--- config.mk ---
export PLATFORM = sky130hd
export DESIGN_NAME = stopwatch_ctrl_core_flat
export DESIGN_NICKNAME = d
export VERILOG_FILES = /design/src/rtl/stopwatch_ctrl_core_if.sv /design/src/rtl/stopwatch_ctrl_core.sv /design/src/flat_wrapper.sv
export SDC_FILE = /design/constraint.sdc
export NUM_CORES = 1
export LEC_CHECK = 0
export BUFFER_PORTS_ARGS = -buffer_cell sky130_fd_sc_hd__buf_2
export CAP_MARGIN = 20
export CORE_MARGIN = 10
export CORE_UTILIZATION = 54
export CTS_CLUSTER_SIZE = 40
export DETAILED_ROUTE_END_ITERATION = 8
export PLACE_DENSITY = 0.77
export SLEW_MARGIN = 15
export SYNTH_ARGS = -nofsm -noshare
export SYNTH_HDL_FRONTEND = slang
export SYNTH_SLANG_ARGS = --single-unit
--- constraint.sdc ---
create_clock -name clk -period 2.1 [get_ports clk]
set_input_delay 0.105 -clock clk [delete_from_list [all_inputs] [get_ports clk]]
set_output_delay 0.105 -clock clk [all_outputs]
set_load 0.02 [all_outputs]
--- src/rtl/stopwatch_ctrl_core_if.sv ---
// stopwatch_ctrl_core_if: command pulses in, run state and live/lap count out
interface stopwatch_ctrl_core_if #(parameter int CNT_W = 16);
  logic             start;
  logic             stop;
  logic             clear;
  logic             lap;
  logic             mode_down;
  logic [CNT_W-1:0] load_val;
  logic             run_enable;
  logic [1:0]       status;
  logic [CNT_W-1:0] count;
  logic [CNT_W-1:0] lap_val;
  logic             lap_valid;
  logic             tick_o;
  logic             wrap_o;
  logic             done_o;
  modport master (
    output start, stop, clear, lap, mode_down, load_val,
    input  run_enable, status, count, lap_val, lap_valid, tick_o, wrap_o, done_o
  );
  modport slave (
    input  start, stop, clear, lap, mode_down, load_val,
    output run_enable, status, count, lap_val, lap_valid, tick_o, wrap_o, done_o
  );
endinterface

--- src/rtl/stopwatch_ctrl_core.sv ---
// stopwatch_ctrl_core: up/down stopwatch FSM with tick prescaler, lap capture, wrap and expiry pulses
module stopwatch_ctrl_core #(
  parameter int CNT_W = 16,
  parameter int DIV   = 100
) (
  input logic                  clk,
  input logic                  rst_n,
  stopwatch_ctrl_core_if.slave sw
);
  localparam int DW = $clog2(DIV + 1);
  typedef enum logic [1:0] {IDLE = 2'b00, RUNNING = 2'b01, PAUSED = 2'b10, EXPIRED = 2'b11} state_t;
  state_t           state;
  logic [DW-1:0]    div_cnt;
  logic [CNT_W-1:0] count, lap_val;
  logic             mode_reg, lap_valid, tick_o, wrap_o, done_o;
  logic             tick, expire;
  assign tick   = (state == RUNNING) && (div_cnt == DW'(DIV - 1));
  assign expire = tick && mode_reg && (count == CNT_W'(1));
  assign sw.run_enable = (state == RUNNING);
  assign sw.status     = state;
  assign sw.count      = count;
  assign sw.lap_val    = lap_val;
  assign sw.lap_valid  = lap_valid;
  assign sw.tick_o     = tick_o;
  assign sw.wrap_o     = wrap_o;
  assign sw.done_o     = done_o;
  always_ff @(posedge clk or negedge rst_n)
    if (!rst_n) begin
      state     <= IDLE;
      div_cnt   <= '0;
      count     <= '0;
      lap_val   <= '0;
      mode_reg  <= 1'b0;
      lap_valid <= 1'b0;
      tick_o    <= 1'b0;
      wrap_o    <= 1'b0;
      done_o    <= 1'b0;
    end else begin
      tick_o <= 1'b0;
      wrap_o <= 1'b0;
      done_o <= 1'b0;
      case (state)
        IDLE: begin
          count   <= '0;
          div_cnt <= '0;
          if (sw.clear) lap_valid <= 1'b0;
          else if (sw.start) begin
            mode_reg <= sw.mode_down;
            if (sw.mode_down && sw.load_val == '0) begin
              state  <= EXPIRED;
              done_o <= 1'b1;
            end else begin
              count <= sw.mode_down ? sw.load_val : '0;
              state <= RUNNING;
            end
          end
        end
        RUNNING: begin
          if (sw.clear) begin
            state     <= IDLE;
            count     <= '0;
            div_cnt   <= '0;
            lap_valid <= 1'b0;
          end else begin
            div_cnt <= tick ? '0 : div_cnt + 1'b1;
            if (tick) begin
              tick_o <= 1'b1;
              count  <= mode_reg ? count - 1'b1 : count + 1'b1;
              wrap_o <= !mode_reg && (&count);
            end
            // expiry wins over a coincident stop so the count never parks at 0 in PAUSED
            if (expire) begin
              state  <= EXPIRED;
              done_o <= 1'b1;
            end else if (sw.stop) state <= PAUSED;
            if (!sw.stop && sw.lap) begin
              lap_val   <= count;
              lap_valid <= 1'b1;
            end
          end
        end
        PAUSED: begin
          if (sw.clear) begin
            state     <= IDLE;
            count     <= '0;
            div_cnt   <= '0;
            lap_valid <= 1'b0;
          end else if (sw.start) state <= RUNNING;
        end
        EXPIRED: begin
          count   <= '0;
          div_cnt <= '0;
          if (sw.clear) begin
            state     <= IDLE;
            lap_valid <= 1'b0;
          end
        end
        default: state <= IDLE;
      endcase
    end
endmodule
--- src/flat_wrapper.sv ---
// flat-port wrapper written by rule: the top's interface ports become plain ports
module stopwatch_ctrl_core_flat 
#(
  parameter int CNT_W = 16,
  parameter int DIV   = 100
)
  (clk, rst_n, sw_start, sw_stop, sw_clear, sw_lap, sw_mode_down, sw_load_val, sw_run_enable, sw_status, sw_count, sw_lap_val, sw_lap_valid, sw_tick_o, sw_wrap_o, sw_done_o);
  stopwatch_ctrl_core_if #(.CNT_W(CNT_W)) sw_i ();
  input logic clk;
  input logic rst_n;
  input wire logic [$bits(sw_i.start)-1:0] sw_start;
  input wire logic [$bits(sw_i.stop)-1:0] sw_stop;
  input wire logic [$bits(sw_i.clear)-1:0] sw_clear;
  input wire logic [$bits(sw_i.lap)-1:0] sw_lap;
  input wire logic [$bits(sw_i.mode_down)-1:0] sw_mode_down;
  input wire logic [$bits(sw_i.load_val)-1:0] sw_load_val;
  output wire logic [$bits(sw_i.run_enable)-1:0] sw_run_enable;
  output wire logic [$bits(sw_i.status)-1:0] sw_status;
  output wire logic [$bits(sw_i.count)-1:0] sw_count;
  output wire logic [$bits(sw_i.lap_val)-1:0] sw_lap_val;
  output wire logic [$bits(sw_i.lap_valid)-1:0] sw_lap_valid;
  output wire logic [$bits(sw_i.tick_o)-1:0] sw_tick_o;
  output wire logic [$bits(sw_i.wrap_o)-1:0] sw_wrap_o;
  output wire logic [$bits(sw_i.done_o)-1:0] sw_done_o;
  assign sw_i.start = sw_start;
  assign sw_i.stop = sw_stop;
  assign sw_i.clear = sw_clear;
  assign sw_i.lap = sw_lap;
  assign sw_i.mode_down = sw_mode_down;
  assign sw_i.load_val = sw_load_val;
  assign sw_run_enable = sw_i.run_enable;
  assign sw_status = sw_i.status;
  assign sw_count = sw_i.count;
  assign sw_lap_val = sw_i.lap_val;
  assign sw_lap_valid = sw_i.lap_valid;
  assign sw_tick_o = sw_i.tick_o;
  assign sw_wrap_o = sw_i.wrap_o;
  assign sw_done_o = sw_i.done_o;
  stopwatch_ctrl_core #(.CNT_W(CNT_W), .DIV(DIV)) u_core (.clk(clk), .rst_n(rst_n), .sw(sw_i));
endmodule
; Yosys cells after proc, flatten, opt, wreduce, memory -nomap -nowiden
; Cells that the tools add are included.
[totals]
regBits = 46
in_bits = 23
out_inout_bits = 39
word_cells = 84
[op_classes]
add_sub_neg = 3
n_eq_ne = 14
muxes = 39
bitwise_logic = 1
n_reduce_logical = 18
[ops]
columns = cell, n
row1 = 16-bit 2-to-1 mux, 8
row2 = 16-bit case mux with 4 select lines, 1
row3 = 7-bit 2-to-1 mux, 3
row4 = 7-bit case mux with 3 select lines, 1
row5 = 2-bit 2-to-1 mux, 9
row6 = "16-bit by 1-bit adder with 16-bit output, second input constant", 1
row7 = "16-bit by 1-bit == test with 1-bit output, second input constant", 1
row8 = 16-bit logical NOT, 1
row9 = 16-bit AND reduction, 1
row10 = "16-bit by 1-bit subtractor with 16-bit output, second input constant", 1
row11 = 1-bit 2-to-1 mux, 14
row12 = "2-bit inequality test, second input constant", 4
row13 = 2-bit case mux with 4 select lines, 1
row14 = "7-bit by 1-bit adder with 7-bit output, second input constant", 1
row15 = "7-bit == test, second input constant", 1
row16 = 1-bit logical AND, 6
row17 = "3-bit by 2-bit inequality test with 1-bit output, second input constant", 2
row18 = 3-bit AND reduction, 2
row19 = 5-bit AND reduction, 1
row20 = "2-bit == test, second input constant", 2
row21 = "4-bit by 3-bit inequality test with 1-bit output, second input constant", 1
row22 = 1-bit case mux with 2 select lines, 2
row23 = 2-bit AND reduction, 2
row24 = "3-bit inequality test, second input constant", 1
row25 = other kinds (7), 8

; Longest topological paths before layout
[depth]
ltp_word = 7
ltp_mapped = 8
mapped_depth_nobuf = 7

; Least setup slack after synthesis
; Ideal clock, no wire load.
[synth_path]
kind = reg-to-reg
start = reg u_core.count[2], in the netlist u_core.sw.count[2]
end = reg u_core.count[12], in the netlist u_core.sw.count[12]
setup_ns = 0.069
arrival_ns = 2.015
required_ns = 2.031
setup_slack_ns = 0.016
path_stages_with_launch = 8
path_buffers = 2
synth_period_minus_slack_ns = 2.084
cell_sequence = dfrtp_1 -> buf_6 -> or4_4 -> buf_6 -> nor3_4 -> a21oi_1 -> or4_1 -> nand3_1
[synth_between]
elab_chain_len = 5
word_cells_on_any_way = 6
classes_between = 2 x add/sub / 4 x mux
[synth_rtl]
columns = item, line_no
row1 = "start, declared", stopwatch_ctrl_core.sv:14  ; logic [CNT_W-1:0] count, lap_val;
row2 = "start signal, assigned", stopwatch_ctrl_core.sv:53  ; count <= sw.mode_down ? sw.load_val : '0;
row3 = "start signal, assigned", stopwatch_ctrl_core.sv:68  ; count <= mode_reg ? count - 1'b1 : count + 1'b1;
row4 = 16-bit by 1-bit adder with 16-bit output / 16-bit by 1-bit subtractor with 16-bit output (equally long branches), stopwatch_ctrl_core.sv:68
row5 = 16-bit 2-to-1 mux (*), stopwatch_ctrl_core.sv:68
row6 = 16-bit 2-to-1 mux (*), stopwatch_ctrl_core.sv:66  ; if (tick) begin
row7 = 16-bit 2-to-1 mux (*), stopwatch_ctrl_core.sv:59  ; if (sw.clear) begin
row8 = 16-bit case mux with 4 select lines (*), stopwatch_ctrl_core.sv:42  ; case (state)
; Mark *: on every way between the ends. The rest lies on a longest branch, timed or not. The select of a mux whose other input is x is not followed.
; A chain may end at the register's enable or synchronous reset.

; Worst setup path in the final report
[layout_path]
start = reg u_core.count[7], in the netlist u_core.sw.count[7]
end = reg u_core.state[1], in the netlist u_core.sw.status[1]
[layout_between]
elab_chain_len = 5
word_cells_on_any_way = 7
classes_between = 2 x eq/ne / 3 x mux / 2 x reduce/logical
[layout_rtl]
columns = item, line_no
row1 = 16-bit by 1-bit == test with 1-bit output (*), stopwatch_ctrl_core.sv:18  ; assign expire = tick && mode_reg && (count == CNT_W'(1));
row2 = 1-bit logical AND (*), stopwatch_ctrl_core.sv:18
row3 = 2-bit 2-to-1 mux, stopwatch_ctrl_core.sv:72  ; if (expire) begin
row4 = 2-bit 2-to-1 mux, stopwatch_ctrl_core.sv:59
row5 = 2-bit case mux with 4 select lines, stopwatch_ctrl_core.sv:42
row6 = "end signal, assigned", stopwatch_ctrl_core.sv:60  ; state <= IDLE;
row7 = "end signal, assigned", stopwatch_ctrl_core.sv:73  ; state <= EXPIRED;
row8 = "end signal, assigned", stopwatch_ctrl_core.sv:75  ; end else if (sw.stop) state <= PAUSED;
row9 = "end, declared", stopwatch_ctrl_core.sv:12  ; state_t state;
; Mark *: on every way between the ends. The rest lies on a longest branch, timed or not.

==> summary.md <==
| Metric | Value |
|---|---|
| Layout Cells excl Fill | 416 |
| Sw power | 724.5 uW |
| First drt pass iteration count | 6 |
| Final WL | 7.474 mm |
| Total power | 2.153 mW |
| Die area | 8193 sq um |
| LEAKAGE | 1.513 nW |
| Root buffer cell | clkbuf_8 |
| Power share of the combinational group | 29.1% |
| Syn-to-layout area delta | 17.94% |
| Max Cap Viol | 0 |
| Largest net degree at the start of global routing | 20 |
| Largest registers | u_core.sw.count x16, u_core.sw.lap_val x16, u_core.div_cnt x7 |
| Setup-failing EPs final | 0 |
| CP max stage cell | or4_4 |
| Post-route setup slack | 0.1572 ns |
| Core area | 4786 sq um |
| Hold WS | 0.007026 ns |
| Dpl ws | 0.1338 ns |
| Req. time, crit path | 2.31 ns |
| Worst Max-Slew Pin Slew | 0.5005 ns |
| Setup crit end kind | flip-flop |
| Top cell type by total area after synthesis | dfrtp_1 |
| Skew final | 0.008645 ns |
| WL per Instance | 17.97 um |
| Mapped Cells | 280 |
| Post-layout minimum cycle time | 1.943 ns |
| PortBufs | 61 |
| Synth top area share | 42.87% |
| Largest cells by area after synthesis | dfrtp_1 (43%), mux2_2 (4.6%), o21ai_0 (4.5%), nand2_1 (3.8%), nor2_1 (3.5%) |
| Tcrit/Tclk final | 92.51% |
| Cell Chain, Critical Path | or4_4, nand4b_4, nor4_2, nor3_1, a211oi_1 |
| Inst Count DP | 408 |
| # rows | 25 |
| Detailed Route Iter0 Violations | 220 |
| Sequential share of power | 47.3% |
| Startpoint Class | flip-flop |
| Detail Route Antenna Nets | 0 |
| Chip height | 90.52 um |
| Finished Core Util | 66.17% |
| Nets | 376 |
| Post-synthesis sequential area ratio | 42.87% |
| Worst EP arrival | 2.16 ns |
| Gr usage total | 18.29% |
| Synth async-reset ratio | 100.0% |
| Design area | 3167 sq um |
| Outcome | completed |
| Antenna Cells | 0 |
| Maximum VDD drop | 0.3706 mV |
| RSZ-0062 raised after global routing | no |
| Synth Warn # | 0 |
| Crit-path max cell delay | 0.57 ns |
| Vias/cell | 6.185 |
| Fmax | 514.7 MHz |
| Starting density of the core | 56.10% |
| Die Width | 90.52 um |
| Worst skew pair latency | 0.30 ns |
| I/O pin cnt | 62 |
| GPL Wtd Cong | 0.9581 |
| Primary FF master, synth | dfrtp_1 |
| Hpwl dp | 5.761 mm |
| Seq cells post-synth | 46 |
| Switching share of total power | 33.64% |
| DR DRC count | 0 |
| Slew Limit Fails | 0 |
| CTS tree | built |
| Initial antenna violation count | 0 |
| Critical setup path kind | reg2reg |
| Critical Path Fanout Max | 3 |
| Synthesized Nets | 307 |
| Grt ovf | 0 |
| Vias in the first global route | 2526 |
| Part of the power in the clock network | 23.6% |
| Final Hold Viols | 0 |
| Internal power | 1.429 mW |
| EDFF count, synth | 0 |
| Clock sink count | 46 |
| Via count | 2573 |
| Post-Syn Area | 2685 sq um |
| Pwr dens | 680.0 nW/um^2 |
| Min-Delay Path Class | in2reg |
| Setup TNS | 0 ns |
| Max Root-Sink Buffers | 2 |
| Max_slew headroom | 66.33% |
| DP Area | 3077 sq um |
| Global-route wire length before repair | 12.63 mm |
| Postcts setup bufs | 0 |
| Mean Syn Cell Area | 9.590 sq um |
| Cell variety after synth | 61 |
| Total CTS buffers | 5 |
| Clock-pin slew on the worst setup and hold paths | 0.08 ns |
| Fraction of layout cells with a size suffix above 1 | 32.66% |
| # H-tree levels | 2 |
-- metal layers --
layer	share of wire (%)	global-route usage (%)	routed length (um)
met1	43	23.39	3224
met2	47	29.15	3488
met3	8.4	5.154	628
met4	1.8	5.438	133
met5	0	0	0
-- area by class of cell --
type / count / area [sq um]
Inverter: 8 / 30.03
Fill cell: 409 / 1619
Clock buffer: 7 / 76.32
Timing Repair Buffer: 83 / 473.0
Multi-Input combinational cell: 205 / 1353
Tap cell: 67 / 83.83
Sequential cell: 46 / 1151
-- critical path: cells and delay by family (launching register included) --
family / cells / cell delay (ns)
AOI/OAI and AO/OA: 1 / 0.22
and+or+nand+nor: 4 / 1.24
DFF: 1 / 0.39
-- layout by cell type (no fill, tap or decap), types with 2 or more instances in the layout --
master	Yosys	layout
buf_2	1	61
dfrtp_1	46	46
nand2_1	27	27
nor2_1	25	25
o21ai_0	24	24
buf_4	1	21
nor3_1	11	11
mux2_2	11	11
inv_1	8	8
nor4_1	7	7
a21oi_1	7	7
nand3_1	6	6
a22oi_1	6	6
nand4_1	5	5
clkbuf_8	2	5
or3_1	4	4
a211oi_1	4	4
or2_2	4	4
xor2_1	4	4
ha_1	4	4
nand2b_1	3	3
nand3b_1	3	3
or4_1	3	3
o22ai_1	3	3
o2bb2ai_1	3	3
or4_4	2	2
nor4b_1	2	2
or2b_4	1	2
or3b_2	2	2
o311ai_0	2	2
a32o_1	2	2
o32ai_1	2	2
mux2i_1	2	2
a32oi_1	2	2
a22o_1	2	2
clkbuf_1	9	2
-- timing repair --
action / 4_1_cts / 5_1_grt
endpoints found under the setup margin: 0 / 1
endpoints found under the hold margin: 10 / 0
gates resized for setup: 0 / 1
hold buffers: 1 / 0
-- synth_stat cells (2+ instances only) --
cell / instances
a211oi_1: 4
a21oi_1: 7
a22o_1: 2
a22oi_1: 6
a32o_1: 2
a32oi_1: 2
buf_6: 6
clkbuf_1: 9
clkbuf_8: 2
dfrtp_1: 46
ha_1: 4
inv_1: 8
mux2_2: 11
mux2i_1: 2
nand2_1: 27
nand2b_1: 3
nand3_1: 6
nand3b_1: 3
nand4_1: 5
nor2_1: 25
nor3_1: 11
nor4_1: 7
nor4b_1: 2
o21ai_0: 24
o22ai_1: 3
o2bb2ai_1: 3
o311ai_0: 2
o32ai_1: 2
or2_2: 4
or3_1: 4
or3b_2: 2
or4_1: 3
or4_4: 2
xor2_1: 4
-- power by group through the flow --
stage               clock [mW]  combinational, mW  sequential, mW
floorplan                    0              0.353            1.10
global placement             0              0.613            1.03
detailed placement           0              0.620            1.03
CTS                      0.514              0.625            1.02
global route             0.551              0.682            1.03
finish                   0.509              0.627            1.02
-- cell families after synthesis --
kind of cell	count (synthesis)	synth area share, %
compound gates	71	18.22
xor+xnor	5	1.631
fa+ha+maj	4	1.864
buf+inv	29	6.896
flops	46	42.87
mux	13	5.359
simple gates	112	23.16
-- path summary, 6_finish.rpt --
check                                                   from                                end  slack (ns)  depth (start not counted)
setup / recovery              u_core.sw.count[7]$_DFFE_PN0P_    u_core.sw.status[1]$_DFFE_PN0P_        0.16                          5
hold / removal                                       sw_stop    u_core.sw.status[0]$_DFFE_PN0P_       0.007                          2
setup reg to reg              u_core.sw.count[7]$_DFFE_PN0P_    u_core.sw.status[1]$_DFFE_PN0P_        0.16                          5
hold reg to reg            u_core.sw.lap_val[14]$_DFFE_PN0P_  u_core.sw.lap_val[14]$_DFFE_PN0P_        0.48                          2
max in group asynchronous                              rst_n      u_core.div_cnt[2]$_DFFE_PN0P_        1.36                          3
min in group asynchronous                              rst_n   u_core.sw.lap_val[1]$_DFFE_PN0P_        0.19                          2
(Power assumes the default switching activity.)
